===== src/rtl/frontend_pkg.sv =====
// Shared front-end types: instruction width, bubble encoding and queue entry.
package frontend_pkg;

  localparam int unsigned INST_W = 32;
  localparam logic [INST_W-1:0] NOP_WORD = 32'd0;

  typedef struct packed {
    logic [31:0]       pc;
    logic [INST_W-1:0] inst;
  } fq_entry_t;

endpackage


===== src/rtl/inst_ring.sv =====
// Circular instruction storage: two write ports at tail/tail+1, two
// asynchronous read ports at head/head+1. Pointer management lives in the
// owner; this block only holds data.
module inst_ring
  import frontend_pkg::*;
#(
  parameter int unsigned DEPTH = 8,
  parameter int unsigned PW    = $clog2(DEPTH)
) (
  input  logic            clk,
  input  logic            wr_en0,
  input  logic            wr_en1,
  input  logic [PW-1:0]   wr_ptr,
  input  fq_entry_t       wr_data0,
  input  fq_entry_t       wr_data1,
  input  logic [PW-1:0]   rd_ptr,
  output fq_entry_t       rd_data0,
  output fq_entry_t       rd_data1
);

  fq_entry_t       mem [DEPTH];
  logic [PW-1:0]   wr_ptr1;
  logic [PW-1:0]   rd_ptr1;

  assign wr_ptr1 = wr_ptr + PW'(1);
  assign rd_ptr1 = rd_ptr + PW'(1);

  // Store up to two entries per cycle; storage is not reset (data is
  // don't-care while the matching valid is low).
  always_ff @(posedge clk) begin
    if (wr_en0) mem[wr_ptr]  <= wr_data0;
    if (wr_en1) mem[wr_ptr1] <= wr_data1;
  end

  // Asynchronous read of head and head+1.
  always_comb begin
    rd_data0 = mem[rd_ptr];
    rd_data1 = mem[rd_ptr1];
  end

endmodule


===== src/rtl/fetch_queue.sv =====
// Front-end sequencer and instruction buffer: drives the fetch PC, filters
// zero words out of the returned pair, queues survivors with their PCs,
// hands up to two per cycle to decode, and detects end of program.
module fetch_queue
  import frontend_pkg::*;
#(
  parameter int unsigned DEPTH      = 8,
  parameter int unsigned ZERO_LIMIT = 10,
  parameter logic [31:0] RESET_PC   = 32'd0
) (
  input  logic        clk,
  input  logic        reset,
  output logic [31:0] pc_out,
  input  logic [31:0] inst1_in,
  input  logic [31:0] inst2_in,
  input  logic        redirect_valid,
  input  logic [31:0] redirect_pc,
  output logic        out_valid1,
  output logic        out_valid2,
  output logic [31:0] out_inst1,
  output logic [31:0] out_inst2,
  output logic [31:0] out_pc1,
  output logic [31:0] out_pc2,
  input  logic [1:0]  dec_take,
  output logic        done
);

  localparam int unsigned PW = $clog2(DEPTH);
  localparam int unsigned CW = PW + 1;
  localparam int unsigned ZW = $clog2(ZERO_LIMIT + 1);

  logic          resp_valid;
  logic [31:0]   resp_pc;
  logic [CW-1:0] count;
  logic [PW-1:0] head;
  logic [PW-1:0] tail;
  logic [ZW-1:0] zero_run;
  logic          stop;

  logic          redirect_go;
  logic          live;
  logic [31:0]   fill_need;
  logic          keep1;
  logic          keep2;
  logic [1:0]    enq_n;
  logic [1:0]    take_c;
  logic [1:0]    pop_n;
  logic [ZW-1:0] z_mid;
  logic [ZW-1:0] zero_run_next;
  logic          stop_next;
  logic          done_set;

  logic          wr_en0;
  logic          wr_en1;
  fq_entry_t     wr_data0;
  fq_entry_t     wr_data1;
  fq_entry_t     rd_data0;
  fq_entry_t     rd_data1;

  function automatic logic [ZW-1:0] sat_inc(input logic [ZW-1:0] z);
    return (z >= ZW'(ZERO_LIMIT)) ? z : z + ZW'(1);
  endfunction

  // Issue decision, response filtering, pop sizing and zero-run tracking.
  always_comb begin
    redirect_go = redirect_valid && !done;
    fill_need   = 32'(count) + (resp_valid ? 32'd4 : 32'd2);
    live        = !done && !stop && (fill_need <= 32'(DEPTH));

    keep1 = resp_valid && (inst1_in != NOP_WORD);
    keep2 = resp_valid && (inst2_in != NOP_WORD);
    enq_n = {1'b0, keep1} + {1'b0, keep2};

    // A lone surviving second word goes to the tail slot, keeping the
    // queue dense.
    wr_en0        = !redirect_go && (keep1 || keep2);
    wr_en1        = !redirect_go && keep1 && keep2;
    wr_data0.pc   = keep1 ? resp_pc : resp_pc + 32'd4;
    wr_data0.inst = keep1 ? inst1_in : inst2_in;
    wr_data1.pc   = resp_pc + 32'd4;
    wr_data1.inst = inst2_in;

    take_c = (dec_take > 2'd2) ? 2'd2 : dec_take;
    if (count == '0)
      pop_n = 2'd0;
    else if (count == CW'(1))
      pop_n = (take_c == 2'd0) ? 2'd0 : 2'd1;
    else
      pop_n = take_c;

    z_mid         = (inst1_in != NOP_WORD) ? '0 : sat_inc(zero_run);
    zero_run_next = zero_run;
    if (resp_valid)
      zero_run_next = (inst2_in != NOP_WORD) ? '0 : sat_inc(z_mid);
    stop_next = stop || (zero_run_next == ZW'(ZERO_LIMIT));
    done_set  = stop && (count == '0) && !resp_valid;
  end

  // Sequencer and queue bookkeeping; reset beats redirect beats normal flow.
  always_ff @(posedge clk) begin
    if (reset) begin
      pc_out     <= RESET_PC;
      resp_valid <= 1'b0;
      resp_pc    <= '0;
      count      <= '0;
      head       <= '0;
      tail       <= '0;
      zero_run   <= '0;
      stop       <= 1'b0;
      done       <= 1'b0;
    end else if (redirect_go) begin
      pc_out     <= redirect_pc;
      resp_valid <= 1'b0;
      count      <= '0;
      head       <= '0;
      tail       <= '0;
      zero_run   <= '0;
      stop       <= 1'b0;
    end else begin
      resp_valid <= live;
      if (live) begin
        resp_pc <= pc_out;
        pc_out  <= pc_out + 32'd8;
      end
      count    <= count - CW'(pop_n) + CW'(enq_n);
      head     <= head + PW'(pop_n);
      tail     <= tail + PW'(enq_n);
      zero_run <= zero_run_next;
      stop     <= stop_next;
      done     <= done || done_set;
    end
  end

  inst_ring #(
    .DEPTH (DEPTH)
  ) u_ring (
    .clk      (clk),
    .wr_en0   (wr_en0),
    .wr_en1   (wr_en1),
    .wr_ptr   (tail),
    .wr_data0 (wr_data0),
    .wr_data1 (wr_data1),
    .rd_ptr   (head),
    .rd_data0 (rd_data0),
    .rd_data1 (rd_data1)
  );

  // Decode-facing view of head and head+1.
  always_comb begin
    out_valid1 = (count != '0);
    out_valid2 = (count > CW'(1));
    out_inst1  = rd_data0.inst;
    out_pc1    = rd_data0.pc;
    out_inst2  = rd_data1.inst;
    out_pc2    = rd_data1.pc;
  end

endmodule

===== config.mk =====
export PLATFORM = sky130hd
export DESIGN_NAME = fetch_queue
export DESIGN_NICKNAME = d
export VERILOG_FILES = /design/src/rtl/frontend_pkg.sv /design/src/rtl/inst_ring.sv /design/src/rtl/fetch_queue.sv
export SDC_FILE = /design/constraint.sdc
export NUM_CORES = 2
export LEC_CHECK = 0
export BUFFER_PORTS_ARGS = -buffer_cell sky130_fd_sc_hd__buf_2
export CORE_MARGIN = 3
export CORE_UTILIZATION = 57
export CTS_BUF_LIST = sky130_fd_sc_hd__clkbuf_4
export DETAILED_ROUTE_END_ITERATION = 10
export GPL_ROUTABILITY_DRIVEN = 0
export PLACE_DENSITY = 0.77
export REMOVE_ABC_BUFFERS = 1
export SLEW_MARGIN = 20
export SYNTH_ARGS = -nofsm -noshare
export SYNTH_HDL_FRONTEND = slang
export SYNTH_SLANG_ARGS = --single-unit
export TNS_END_PERCENT = 20

===== constraint.sdc =====
create_clock -name clk -period 6.07 [get_ports clk]
set_input_delay 1.214 -clock clk [delete_from_list [all_inputs] [get_ports clk]]
set_output_delay 1.214 -clock clk [all_outputs]
set_load 0.01 [all_outputs]

==> summary.txt <==
STA
  • Remaining max-slew budget at the tightest pin: 23.3%
  • Final setup violation count: 0
  • Worst hold-check slack: 467 ps
  • Portion of the clock cycle consumed by the worst path in the final layout: 81.7%
  • Final max-slew violation count: 0
  • Final hold violations: 0
  • Setup repair after global routing missed its margin: no
  • Maximum clock skew at final layout: 54.9 ps
  • Min Tclk post-route: 4960 ps
  • Total negative slack: 0 ps
  • Maximum clock rate: between 0.2 and 0.25 GHz
  • Worst-Margin Slew: 1150 ps

Pwr
  • Maximum VDD drop: 0.259 mV
  • Leakage dissipation: about 13 nW
  • PwrDens: 324 nW/um^2

Global route
  • Pin count of the biggest net entering global routing: 210
  • Global router's overall resource usage: a little under a third
  • Number of global-route vias before repair: 24210
  • Initial antenna violation count: 5
  • Global-route wire length before repair: 145000 um
  • GRT overflow: 0

Status
  • Result of the run: finished, final reports clean

Die
  • Area of the placeable core: 59600 um^2
  • Starting density of the core: 58.1%
  • Row cnt: 89
  • Overall die height: 252 um
  • Die outline width: ~250 um
  • Total Die Area: approximately 64000 um^2
  • I/O pins: between 200 and 300

Critical path
  • Cell family contributing the most delay on the critical path: adder cells
  • FF-to-FF path depth: 10
  • Reg-to-Reg End: pc_out[24]
  • Register-to-register path setup slack: 2150 ps
  • Kind of start point of the critical path: register
  • Worst reg2reg path startpoint: resp_valid
  • Highest fanout seen on the critical path: 50
  • Buffers plus inverters on the worst setup path: 2
  • Largest stage delay on the critical path: 910 ps
  • Data required, critical path: 4860 ps
  • Cell with the largest stage delay on the worst path: sky130_fd_sc_hd__ha_4
  • Critical setup path kind: register to primary output
  • Worst EP arrival: around 3800 ps
  • Ordered cell list for the critical path: ha_4 -> buf_4 -> mux4_2 -> mux2_2 -> buf_2
  • CP Capture Type: primary output

CTS
  • Clock tree from TritonCTS: built
  • Number of sinks on the clock net: 593
  • Post-CTS setup buffer count: 0
  • Worst-Skew Late Latency: 1040 ps
  • CTS max path bufs: 3
  • Buffer type at the clock tree root: sky130_fd_sc_hd__clkbuf_4
  • Number of gates resized after cts: 0
  • Number of buffers added by the clock tree synthesis step: 159
  • Cts hold-fix bufs: 0
  • Worst-path clk slew: 60 ps
  • CTS H-Tree Depth: 4

Cells and area
  • Total non-filler cell area in the finished layout: roughly 39000 um^2
  • Most common library cell in the layout ignoring fill and taps: sky130_fd_sc_hd__edfxtp_1
  • Final Util: between 60% and 70%
  • Layout cell share with drive strength beyond 1: 37.3%
  • Area of combinational cells with multiple inputs: 16600 um^2
  • Combined flip-flop and latch cell area: 17000 um^2
  • Total of fill cells in the finished design: 4255
  • Synth-to-Final Area Change: 11.6%
  • Top library cells by usage in the layout, fill and taps aside: sky130_fd_sc_hd__edfxtp_1 (512), sky130_fd_sc_hd__buf_2 (263), sky130_fd_sc_hd__mux4_2 (256), sky130_fd_sc_hd__clkbuf_4 (231), sky130_fd_sc_hd__mux2_1 (222)
  • Post-layout net count: 2807
  • Non-filler cells in the finished layout: 3577

Logic synthesis
  • Most used flip-flop cell after synthesis: sky130_fd_sc_hd__edfxtp_1
  • Flops & latches, synth: 593
  • Area share of the largest cell type after synthesis: 44.4%
  • Asr flop ratio synth: 0%
  • Netlist cell types: 67
  • Proportion of synthesized chip area in sequential cells: 49.1%
  • Synthesis Warnings: 0
  • Number of cells produced by synthesis: 2434
  • Cell types with the largest area share after synthesis: sky130_fd_sc_hd__edfxtp_1 (44%), sky130_fd_sc_hd__mux4_2 (17%), sky130_fd_sc_hd__mux2_1 (7.2%), sky130_fd_sc_hd__mux2_2 (6.1%), sky130_fd_sc_hd__xnor2_1 (5.5%)
  • Synth Cell Area: roughly 35000 um^2
  • Biggest area consumer among synthesized cells: sky130_fd_sc_hd__edfxtp_1
  • Syn_area_per_cell: 14.2 um^2
  • Count of flip-flops with a built-in enable after synthesis: 512

Placed design
  • Total placed instance area: 36500 um^2
  • Port bufs: roughly 260
  • Total instance count after detailed placement: roughly 3300
  • Placed wire-length estimate after detailed placement: 57700 um

Drt
  • Drt drc: 0
  • Number of nets with antenna violations after routing: 0
  • Routed Wire Length: 96200 um
  • Post-detailed-route wirelength per cell: about 27 um
  • Vias per cell: 6.62
  • First-pass DRT Iterations: 5
  • First-iteration detailed-routing DRC count: 2444
  • Total vias in the final route: 23693

Hold path
  • Class of the most critical hold timing path: input pin to register
  • Hold Path Depth: 3
  • Worst hold path endpoint: pc_out[2]
  • Hold Path Origin: redirect_pc[2]

Run
  • Max-Cap Viols: 0
[cell type report]
| type | count | area share [%] |
|---|---|---|
| well taps | 773 | 2.50 |
| diodes | 3 | 0.0194 |
| flip-flops and latches | 593 | 44.0 |
| clock inverters | 50 | 0.904 |
| repair buffers | 310 | 4.71 |
| inverters | 31 | 0.301 |
| multi-input cells | 1586 | 43.1 |
| clock buffers | 231 | 4.49 |
[stage by stage]
| step | power (mW) | worst slack [ps] |
|---|---|---|
| 5_1_grt | 13.1 | 940 |
| 6_report | 12.5 | 1110 |
| 3_3_place_gp | 8.82 | 1300 |
| 4_1_cts | 12.6 | 1010 |
| 2_1_floorplan | 8.07 | -7530 |
| 3_5_place_dp | 8.91 | 1170 |
[worst min-delay path, stage by stage]
cell	delay [ps]
sky130_fd_sc_hd__buf_2	90
sky130_fd_sc_hd__nand2_1	40
sky130_fd_sc_hd__a21oi_1	50
[how the worst max path moves through the flow]
stage / start / end / cells past startpoint
floorplan: head[0] / out_inst2[0] / 3
global placement: inst1_in[16] / u_ring.mem[6][33] / 8
detailed placement: inst1_in[16] / u_ring.mem[6][62] / 8
CTS: head[1] / out_pc2[22] / 5
global route: head[1] / out_pc1[24] / 5
finish: head[0] / out_pc2[23] / 5
[where the power goes]
group | total (mW) | internal (mW) | leakage (nW) | switching [mW]
Sequential | 4.88 | 4.67 | 5.36 | 0.205
Combinational | 3.96 | 1.89 | 6.06 | 2.07
Clock | 3.67 | 1.96 | 1.22 | 1.71
Total | 12.5 | 8.52 | 12.6 | 3.98
[synthesized netlist by cell type (6+ instances only)]
library cell and n:
sky130_fd_sc_hd__nor3_1 19, sky130_fd_sc_hd__clkbuf_1 129, sky130_fd_sc_hd__buf_1 40, sky130_fd_sc_hd__and2_1 14
sky130_fd_sc_hd__ha_1 20, sky130_fd_sc_hd__mux4_2 256, sky130_fd_sc_hd__nor4_4 6, sky130_fd_sc_hd__nand3_1 22
sky130_fd_sc_hd__buf_2 30, sky130_fd_sc_hd__inv_1 31, sky130_fd_sc_hd__mux2_2 187, sky130_fd_sc_hd__buf_4 16
sky130_fd_sc_hd__nand2_1 105, sky130_fd_sc_hd__nor4_1 26, sky130_fd_sc_hd__nand4_1 16, sky130_fd_sc_hd__o21ai_1 33
sky130_fd_sc_hd__and3_1 21, sky130_fd_sc_hd__nor2_1 46, sky130_fd_sc_hd__o21ai_0 186, sky130_fd_sc_hd__mux2_1 222
sky130_fd_sc_hd__and4_1 7, sky130_fd_sc_hd__nand2b_1 7, sky130_fd_sc_hd__or3_1 7, sky130_fd_sc_hd__xnor2_1 217
sky130_fd_sc_hd__mux2i_1 10, sky130_fd_sc_hd__edfxtp_1 512, sky130_fd_sc_hd__xor2_1 8, sky130_fd_sc_hd__a21oi_1 65
sky130_fd_sc_hd__buf_6 8, sky130_fd_sc_hd__a31oi_1 11, sky130_fd_sc_hd__dfxtp_1 81
[logic make-up after synthesis]
family / after synthesis / synth area share, %
mux: 675 / 30.2
flops: 593 / 49.1
compound gates: 338 / 5.31
simple gates: 321 / 5.31
buf+inv: 255 / 3.27
xor+xnor: 227 / 5.78
fa+ha+maj: 25 / 1.01
[metal layers]
| layer | part of all wire (%) | vias up | routed length (um) | track usage (%) |
|---|---|---|---|---|
| met3 | 10 | 211 | 9700 | 7.11 |
| met2 | 49 | 1471 | 47300 | 50.4 |
| met5 | 0.023 | - | 22 | 0 |
| li1 | - | 10120 | - | - |
| met1 | 38 | 11887 | 36500 | 39.8 |
| met4 | 2.7 | 4 | 2590 | 10.5 |
[registers in the layout, indices dropped and copies added (netlist names)]
register and flops:
resp_valid 1, stop 1, head 3, done 1, u_ring.mem 512, tail 3
zero_run 4, count 4, resp_pc 32, pc_out 32
No activity file was read; power rests on OpenSTA's default activity.
